File: config.mk
export PLATFORM = sky130hd
export DESIGN_NAME = hub75_bcm_driver
export DESIGN_NICKNAME = d
export VERILOG_FILES = /design/src/rtl/hub75_bcm_driver.sv
export SDC_FILE = /design/constraint.sdc
export NUM_CORES = 1
export LEC_CHECK = 0
export CORE_AREA = 2 2 145 147
export CTS_BUF_LIST = sky130_fd_sc_hd__clkbuf_16
export CTS_CLUSTER_DIAMETER = 120
export CTS_CLUSTER_SIZE = 10
export DETAILED_ROUTE_END_ITERATION = 12
export DIE_AREA = 0 0 147 149
export SYNTH_ARGS = -nofsm -noshare
export SYNTH_HDL_FRONTEND = slang
export SYNTH_SLANG_ARGS = --single-unit
export TNS_END_PERCENT = 50
File: constraint.sdc
create_clock -name clk_27MHz -period 8.8 [get_ports clk_27MHz]
set_input_delay 2.2 -clock clk_27MHz [delete_from_list [all_inputs] [get_ports clk_27MHz]]
set_output_delay 2.2 -clock clk_27MHz [all_outputs]
set_load 0.005 [all_outputs]
File: src/rtl/hub75_bcm_driver.sv
// HUB75 LED-matrix scan driver with binary-code-modulated bit planes.
// Fetches one pixel pair per column from a 1-cycle-latency frame buffer,
// shifts a full row per plane, latches it and lights it for BASE_TICKS<<plane
// cycles scaled by a global brightness.
//
// state   | meaning
// --------+-------------------------------------------------------------
// IDLE    | stopped, panel blanked, waiting for enable
// FETCH   | read strobe for pixel (col, cur_row)
// LOAD    | frame-buffer data valid, put plane bits on rgb1/rgb2
// CLK     | shift clock high, advance column
// BLANK   | row shifted in, panel blanked ahead of the latch
// LATCH   | latch pulse, drive new row address, capture on-time
// DISPLAY | bit-plane window; oe low for the first ON cycles
// NEXT    | advance plane / row / frame
module hub75_bcm_driver #(
    parameter int COLS       = 64,
    parameter int SCAN_ROWS  = 32,
    parameter int COLOR_BITS = 8,
    parameter int BASE_TICKS = 4,
    localparam int ROW_BITS  = $clog2(SCAN_ROWS),
    localparam int COL_BITS  = $clog2(COLS)
) (
    input  logic                    clk_27MHz,
    input  logic                    rst,
    input  logic                    enable,
    input  logic [7:0]              brightness,
    output logic                    pix_rd_en,
    output logic [COL_BITS-1:0]     pix_addr_x,
    output logic [ROW_BITS-1:0]     pix_addr_y,
    input  logic [3*COLOR_BITS-1:0] pix_top,
    input  logic [3*COLOR_BITS-1:0] pix_bot,
    output logic [2:0]              rgb1,
    output logic [2:0]              rgb2,
    output logic [ROW_BITS-1:0]     row,
    output logic                    sclk,
    output logic                    latch,
    output logic                    oe,
    output logic                    frame_done
);

    localparam int PL_BITS = (COLOR_BITS > 1) ? $clog2(COLOR_BITS) : 1;
    localparam int W_MAX   = BASE_TICKS << (COLOR_BITS - 1);
    localparam int DW      = $clog2(W_MAX + 1);

    typedef enum logic [2:0] {
        S_IDLE, S_FETCH, S_LOAD, S_CLK, S_BLANK, S_LATCH, S_DISPLAY, S_NEXT
    } state_t;

    state_t                state_q, state_d;
    logic [COL_BITS-1:0]   col_q, col_d;
    logic [ROW_BITS-1:0]   cur_row_q, cur_row_d;
    logic [PL_BITS-1:0]    plane_q, plane_d;
    logic [DW-1:0]         disp_cnt_q, disp_cnt_d;
    logic [DW-1:0]         on_q, on_d;
    logic [2:0]            rgb1_q, rgb1_d, rgb2_q, rgb2_d;
    logic [ROW_BITS-1:0]   row_q, row_d;
    logic [COL_BITS-1:0]   addr_x_q, addr_x_d;
    logic [ROW_BITS-1:0]   addr_y_q, addr_y_d;
    logic                  rd_q, rd_d, sclk_q, sclk_d, latch_q, latch_d;
    logic                  oe_q, oe_d, done_q, done_d;

    logic [DW-1:0]         win;
    logic [8:0]            bright_p1;
    logic [DW+7:0]         prod;
    logic [COLOR_BITS-1:0] top_r, top_g, top_b, bot_r, bot_g, bot_b;

    assign {top_b, top_g, top_r} = pix_top;
    assign {bot_b, bot_g, bot_r} = pix_bot;

    // Next-state, counters and registered panel outputs for the coming cycle
    always_comb begin
        state_d    = state_q;
        col_d      = col_q;
        cur_row_d  = cur_row_q;
        plane_d    = plane_q;
        disp_cnt_d = '0;
        on_d       = on_q;
        rgb1_d     = rgb1_q;
        rgb2_d     = rgb2_q;
        row_d      = row_q;
        addr_x_d   = addr_x_q;
        addr_y_d   = addr_y_q;
        win        = DW'(BASE_TICKS) << plane_q;
        bright_p1  = {1'b0, brightness} + 9'd1;
        prod       = {8'd0, win} * {{(DW-1){1'b0}}, bright_p1};

        case (state_q)
            S_IDLE: begin
                if (enable) begin
                    state_d   = S_FETCH;
                    col_d     = '0;
                    cur_row_d = '0;
                    plane_d   = '0;
                end
            end
            S_FETCH: state_d = S_LOAD;
            S_LOAD: begin
                rgb1_d  = {top_b[plane_q], top_g[plane_q], top_r[plane_q]};
                rgb2_d  = {bot_b[plane_q], bot_g[plane_q], bot_r[plane_q]};
                state_d = S_CLK;
            end
            S_CLK: begin
                if (col_q == COL_BITS'(COLS - 1)) begin
                    col_d   = '0;
                    state_d = S_BLANK;
                end else begin
                    col_d   = col_q + COL_BITS'(1);
                    state_d = S_FETCH;
                end
            end
            S_BLANK: begin
                // brightness is captured on the edge that enters LATCH
                on_d    = DW'(prod >> 8);
                state_d = S_LATCH;
            end
            S_LATCH: state_d = S_DISPLAY;
            S_DISPLAY: begin
                disp_cnt_d = disp_cnt_q + DW'(1);
                if (disp_cnt_q == win - DW'(1))
                    state_d = S_NEXT;
            end
            S_NEXT: begin
                state_d = S_FETCH;
                if (plane_q != PL_BITS'(COLOR_BITS - 1)) begin
                    plane_d = plane_q + PL_BITS'(1);
                end else begin
                    plane_d = '0;
                    if (cur_row_q != ROW_BITS'(SCAN_ROWS - 1)) begin
                        cur_row_d = cur_row_q + ROW_BITS'(1);
                    end else begin
                        cur_row_d = '0;
                        if (!enable)
                            state_d = S_IDLE;
                    end
                end
            end
            default: state_d = S_IDLE;
        endcase

        // Outputs are registered against the state they will accompany
        rd_d    = (state_d == S_FETCH);
        sclk_d  = (state_d == S_CLK);
        latch_d = (state_d == S_LATCH);
        oe_d    = !((state_d == S_DISPLAY) && (disp_cnt_d < on_d));
        done_d  = (state_d == S_NEXT) && (plane_q == PL_BITS'(COLOR_BITS - 1))
                  && (cur_row_q == ROW_BITS'(SCAN_ROWS - 1));
        if (state_d == S_FETCH) begin
            addr_x_d = col_d;
            addr_y_d = cur_row_d;
        end
        if (state_d == S_LATCH)
            row_d = cur_row_q;
    end

    // State, counters and output registers with synchronous reset
    always_ff @(posedge clk_27MHz) begin
        if (rst) begin
            state_q    <= S_IDLE;
            col_q      <= '0;
            cur_row_q  <= '0;
            plane_q    <= '0;
            disp_cnt_q <= '0;
            on_q       <= '0;
            rgb1_q     <= '0;
            rgb2_q     <= '0;
            row_q      <= '0;
            addr_x_q   <= '0;
            addr_y_q   <= '0;
            rd_q       <= 1'b0;
            sclk_q     <= 1'b0;
            latch_q    <= 1'b0;
            oe_q       <= 1'b1;
            done_q     <= 1'b0;
        end else begin
            state_q    <= state_d;
            col_q      <= col_d;
            cur_row_q  <= cur_row_d;
            plane_q    <= plane_d;
            disp_cnt_q <= disp_cnt_d;
            on_q       <= on_d;
            rgb1_q     <= rgb1_d;
            rgb2_q     <= rgb2_d;
            row_q      <= row_d;
            addr_x_q   <= addr_x_d;
            addr_y_q   <= addr_y_d;
            rd_q       <= rd_d;
            sclk_q     <= sclk_d;
            latch_q    <= latch_d;
            oe_q       <= oe_d;
            done_q     <= done_d;
        end
    end

    // Frame-buffer data only arrives in LOAD, so serial data is passed through
    // there and held afterwards; it is settled well before sclk rises in CLK.
    assign rgb1       = (state_q == S_LOAD) ? rgb1_d : rgb1_q;
    assign rgb2       = (state_q == S_LOAD) ? rgb2_d : rgb2_q;
    assign pix_rd_en  = rd_q;
    assign pix_addr_x = addr_x_q;
    assign pix_addr_y = addr_y_q;
    assign row        = row_q;
    assign sclk       = sclk_q;
    assign latch      = latch_q;
    assign oe         = oe_q;
    assign frame_done = done_q;

endmodule

==> results.txt <==
----------------------------------------------------
[Outcome]
  Result of the run ... completed

[Timing]
  Final number of max-transition violations ... 0
  Worst-margin pin slew ... 1.111 ns
  Upper clock frequency limit ... 121.0 MHz
  Setup-failing EPs final ... 0
  Minimum clock period after layout ... 8.265 ns
  Setup tns final ... 0 ns
  Final Hold Violating Endpoints ... 0
  Final Cycle Share ... 93.93%
  Max_slew headroom ... 25.84%
  Final Skew ... 0.005113 ns
  Setup repair after global routing missed its margin ... no

[Placement]
  Weighted congestion reported at the end of routability-driven placement ... 0.8202
  Placed wire-length estimate after detailed placement ... 11.58 mm
  Placed instance count ... 1,037
  Cell Area, Placed ... 7143 um2
  # port buffers ... 85

[Synthesis]
  Number of nets produced by synthesis ... 847
  Netlist Area Pre-Place ... 5998 um2
  Synthesis-stage register bit count ... 64
  Synthesis Warnings ... 0
  Share of synthesized flip-flops with an asynchronous set or reset ... 0%
  Sequential cell area fraction in the yosys report ... 21.36%
  Most instantiated flip-flop cell in the synthesis netlist ... sky130_fd_sc_hd__dfxtp_1
  Average size of a mapped cell ... 8.631 um2
  Number of instances in the synthesized netlist ... 695
  EDFF count, synth ... 0
  Number of distinct library cells after synthesis ... 65

[Clock tree]
  Root Driver ... sky130_fd_sc_hd__clkbuf_16
  Total CTS buffers ... 9
  Number of buffers on the longest clock path ... 2
  Worst skew pair latency ... 0.32 ns
  CTS sink count ... 64
  H-Tree Depth ... 3
  Cts repair resizes ... 0
  Number of buffers added to fix hold violations after cts ... 0
  TritonCTS clock tree ... built
  Number of setup buffers added after CTS ... 0
  Clock slew at the register clock pins of the worst setup and hold paths ... 0.06 ns

[Final layout]
  Register cell area after layout ... 1281 um2
  Syn-to-layout area delta ... 23.76%
  Post-route cell area ... 7423 um2
  Number of inserted filler cells in the final layout ... 2,141
  Multi-input gate area in the final layout ... 4309 um2
  Final design utilization ... 36.11%
  Number of inserted diodes ... 0
  Net total in the final layout ... 925
  Post-route insts no fill ... 1,053
  Share of post-route cells with drive strength above 1 ... 8.997%

[Critical path]
  Type of element launching the critical path ... input port
  Endpoint required time on the critical path ... 8.98 ns
  Classification of the worst setup path ... in2reg
  Maximum fanout along the worst path ... 4
  Setup crit end kind ... flip-flop
  Worst EP arrival ... 8.44 ns
  Register-to-register setup slack ... 1.90 ns

[Global route]
  Via count of the first global-routing pass ... 4,847
  Total global routing overflow ... 0
  Antenna violations before repair ... 0
  Wire length of the first global-routing pass ... 24.34 mm
  Pin count of the biggest net entering global routing ... 55
  Global routing usage summed across all routing layers ... 13.69%

[Power and ir drop]
  Fraction of power spent switching nets ... 24.73%
  Logic gate share of total power ... 17.4%
  Internal power component ... 0.5862 mW
  Clock power share ... 43.4%
  Reg power frac ... 39.2%
  Power per cell area ... 104.9 nW/um2
  Net switching power of the design ... 0.1926 mW
  Peak supply drop ... 0.00009583 V
  Reported leakage power ... 3.102 nW

[Route]
  Remaining DRCs ... 0
  Routed Wire Length ... 14.78 mm
  Vias ... 5,006
  Detail-routed via count per cell ... 4.754
  Residual antenna-violating net count after detailed routing ... 0
  Starting DRC count in detailed routing ... 299
  DRT Pass-1 Iters ... 5
  Routed length per instance ... 14.03 um

[Die]
  Die extent in x ... 147 um
  Standard cell core area ... 20,560 um2
  Full die area ... 21,900 um2
  I/O pin cnt ... 86
  Die height ... 149 um
  Number of rows in the core area ... 53
  Initial Util ... 29.18%

[Run]
  Max-capacitance violation count ... 0

[Min path]
  Path class of the lowest-slack min-delay path ... reg2reg

----------------------------------------------------
## worst paths after layout
check | startpoint | to | cells past startpoint
worst max-delay path | brightness[4] | oe$_SDFF_PP1_ | 24
worst min register to register | row[4]$_SDFFE_PP0P_ | row[4]$_SDFFE_PP0P_ | 2
worst min-delay path | row[4]$_SDFFE_PP0P_ | row[4]$_SDFFE_PP0P_ | 2
worst max register to register | plane_q[1]$_SDFFE_PP0P_ | oe$_SDFF_PP1_ | 24
## layout by cell type, fill, tap and decap left out, types with 3 or more instances in the layout
cell type,netlist,routed
sky130_fd_sc_hd__nand3b_1,4,4
sky130_fd_sc_hd__xnor2_1,23,23
sky130_fd_sc_hd__or2_2,5,5
sky130_fd_sc_hd__inv_1,73,75
sky130_fd_sc_hd__xor2_1,13,13
sky130_fd_sc_hd__buf_4,0,11
sky130_fd_sc_hd__mux2_4,10,10
sky130_fd_sc_hd__nor2_1,88,88
sky130_fd_sc_hd__o21ai_0,11,11
sky130_fd_sc_hd__a21o_1,8,8
sky130_fd_sc_hd__and4_1,4,4
sky130_fd_sc_hd__clkdlybuf4s50_1,0,84
sky130_fd_sc_hd__fa_1,41,41
sky130_fd_sc_hd__clkbuf_16,0,9
sky130_fd_sc_hd__nor4_2,4,3
sky130_fd_sc_hd__a31oi_1,12,12
sky130_fd_sc_hd__a22oi_1,3,3
sky130_fd_sc_hd__a21oi_1,31,31
sky130_fd_sc_hd__dfxtp_1,64,64
sky130_fd_sc_hd__mux2i_1,3,3
sky130_fd_sc_hd__nand3_1,17,17
sky130_fd_sc_hd__nor3b_1,3,3
sky130_fd_sc_hd__mux4_2,12,12
sky130_fd_sc_hd__nand2b_1,9,9
sky130_fd_sc_hd__and2_1,13,13
sky130_fd_sc_hd__and3_1,8,8
sky130_fd_sc_hd__a211oi_1,3,3
sky130_fd_sc_hd__or3_1,3,3
sky130_fd_sc_hd__nor3_1,20,20
sky130_fd_sc_hd__nand2_1,62,62
sky130_fd_sc_hd__ha_1,52,52
sky130_fd_sc_hd__nand4_1,9,9
sky130_fd_sc_hd__nor2b_1,22,22
## worst max-delay path, cell delays in order
cell,delay [ns]
sky130_fd_sc_hd__clkdlybuf4s50_1,0.53
sky130_fd_sc_hd__nand3_1,0.09
sky130_fd_sc_hd__nor2_1,0.16
sky130_fd_sc_hd__and3_1,0.25
sky130_fd_sc_hd__xor2_1,0.30
sky130_fd_sc_hd__nand2_1,0.13
sky130_fd_sc_hd__fa_1,0.52
sky130_fd_sc_hd__fa_1,0.59
sky130_fd_sc_hd__inv_1,0.07
sky130_fd_sc_hd__fa_1,0.53
sky130_fd_sc_hd__inv_1,0.05
sky130_fd_sc_hd__fa_1,0.53
sky130_fd_sc_hd__inv_1,0.04
sky130_fd_sc_hd__ha_1,0.27
sky130_fd_sc_hd__a2111oi_4,0.46
sky130_fd_sc_hd__a21oi_1,0.14
sky130_fd_sc_hd__or3_1,0.32
sky130_fd_sc_hd__a31oi_1,0.30
sky130_fd_sc_hd__ha_1,0.31
sky130_fd_sc_hd__nand4_1,0.10
sky130_fd_sc_hd__nor2_1,0.06
sky130_fd_sc_hd__a211oi_1,0.24
sky130_fd_sc_hd__o211a_1,0.18
sky130_fd_sc_hd__o211ai_1,0.08
## through the flow
step	power, mW	setup slack (ns)	hold slack, ns
6_report	0.7788	0.5345	0.4551
5_1_grt	0.8151	0.1374	0.4845
4_1_cts	0.7869	0.5601	0.4571
3_5_place_dp	0.4476	0.2613	0.4496
3_3_place_gp	0.4473	0.3551	0.4426
2_1_floorplan	0.3809	1.029	0.4316
## cell usage after synthesis, types with 4 or more instances
cell	number	area (um2)
sky130_fd_sc_hd__inv_1	73	274.0
sky130_fd_sc_hd__a31oi_1	12	75.07
sky130_fd_sc_hd__a21oi_1	31	155.2
sky130_fd_sc_hd__buf_2	8	40.04
sky130_fd_sc_hd__nor3_1	20	100.1
sky130_fd_sc_hd__nand2_1	62	232.7
sky130_fd_sc_hd__xor2_1	13	113.9
sky130_fd_sc_hd__nand4_1	9	56.30
sky130_fd_sc_hd__and3_1	8	50.05
sky130_fd_sc_hd__ha_1	52	650.6
sky130_fd_sc_hd__xnor2_1	23	201.4
sky130_fd_sc_hd__o21ai_0	11	55.05
sky130_fd_sc_hd__nor2_1	88	330.3
sky130_fd_sc_hd__nand3b_1	4	30.03
sky130_fd_sc_hd__clkbuf_1	14	52.55
sky130_fd_sc_hd__nor2b_1	22	137.6
sky130_fd_sc_hd__dfxtp_1	64	1281
sky130_fd_sc_hd__mux2_4	10	150.1
sky130_fd_sc_hd__and4_1	4	35.03
sky130_fd_sc_hd__or2_2	5	31.28
sky130_fd_sc_hd__nand2b_1	9	56.30
sky130_fd_sc_hd__nor4_2	4	50.05
sky130_fd_sc_hd__fa_1	41	820.8
sky130_fd_sc_hd__nand3_1	17	85.08
sky130_fd_sc_hd__and2_1	13	81.33
sky130_fd_sc_hd__a21o_1	8	60.06
sky130_fd_sc_hd__mux4_2	12	270.3
## area by class of cell
| cell class | count | share of cell area, % |
|---|---|---|
| clock buffer | 9 | 3.034 |
| clock inverter | 7 | 0.7416 |
| inverter | 74 | 3.775 |
| multi-input combinational | 528 | 58.05 |
| sequential | 64 | 17.26 |
| tap | 275 | 4.635 |
| timing repair buffer | 96 | 12.51 |
## power groups by stage
stage	clock (mW)	combinational [mW]	sequential, mW
detailed placement	0	0.136	0.311
CTS	0.345	0.137	0.305
global placement	0	0.136	0.311
finish	0.338	0.135	0.305
floorplan	0	0.0740	0.307
global route	0.361	0.147	0.307
## sequential cells by signal, indices dropped and copies added (netlist names), 3 cells and up
name and flops:
disp_cnt_q 10, on_q 10, col_q 6, pix_addr_x 6, cur_row_q 5, pix_addr_y 5
row 5, plane_q 3, rgb1_q 3, rgb2_q 3, state_q 3
## per-layer routing
metal	track usage (%)	vias to the layer above	routed length, um
met2	22.63	90	7012
met4	3.750	0	249
met5	0	-	0
met1	18.33	2410	6827
li1	-	2491	-
met3	2.722	15	686
## logic make-up (layout without fill, tap and decap cells)
| kind of cell | after synthesis | count (layout) | synth area share, % |
|---|---|---|---|
| compound gates | 90 | 90 | 10.12 |
| xor+xnor | 36 | 36 | 5.257 |
| fa+ha+maj | 93 | 93 | 24.53 |
| buf+inv | 103 | 186 | 6.946 |
| flops | 64 | 64 | 21.36 |
| mux | 26 | 26 | 7.697 |
| simple gates | 283 | 283 | 24.09 |
Power figures use the tool's default switching activity.
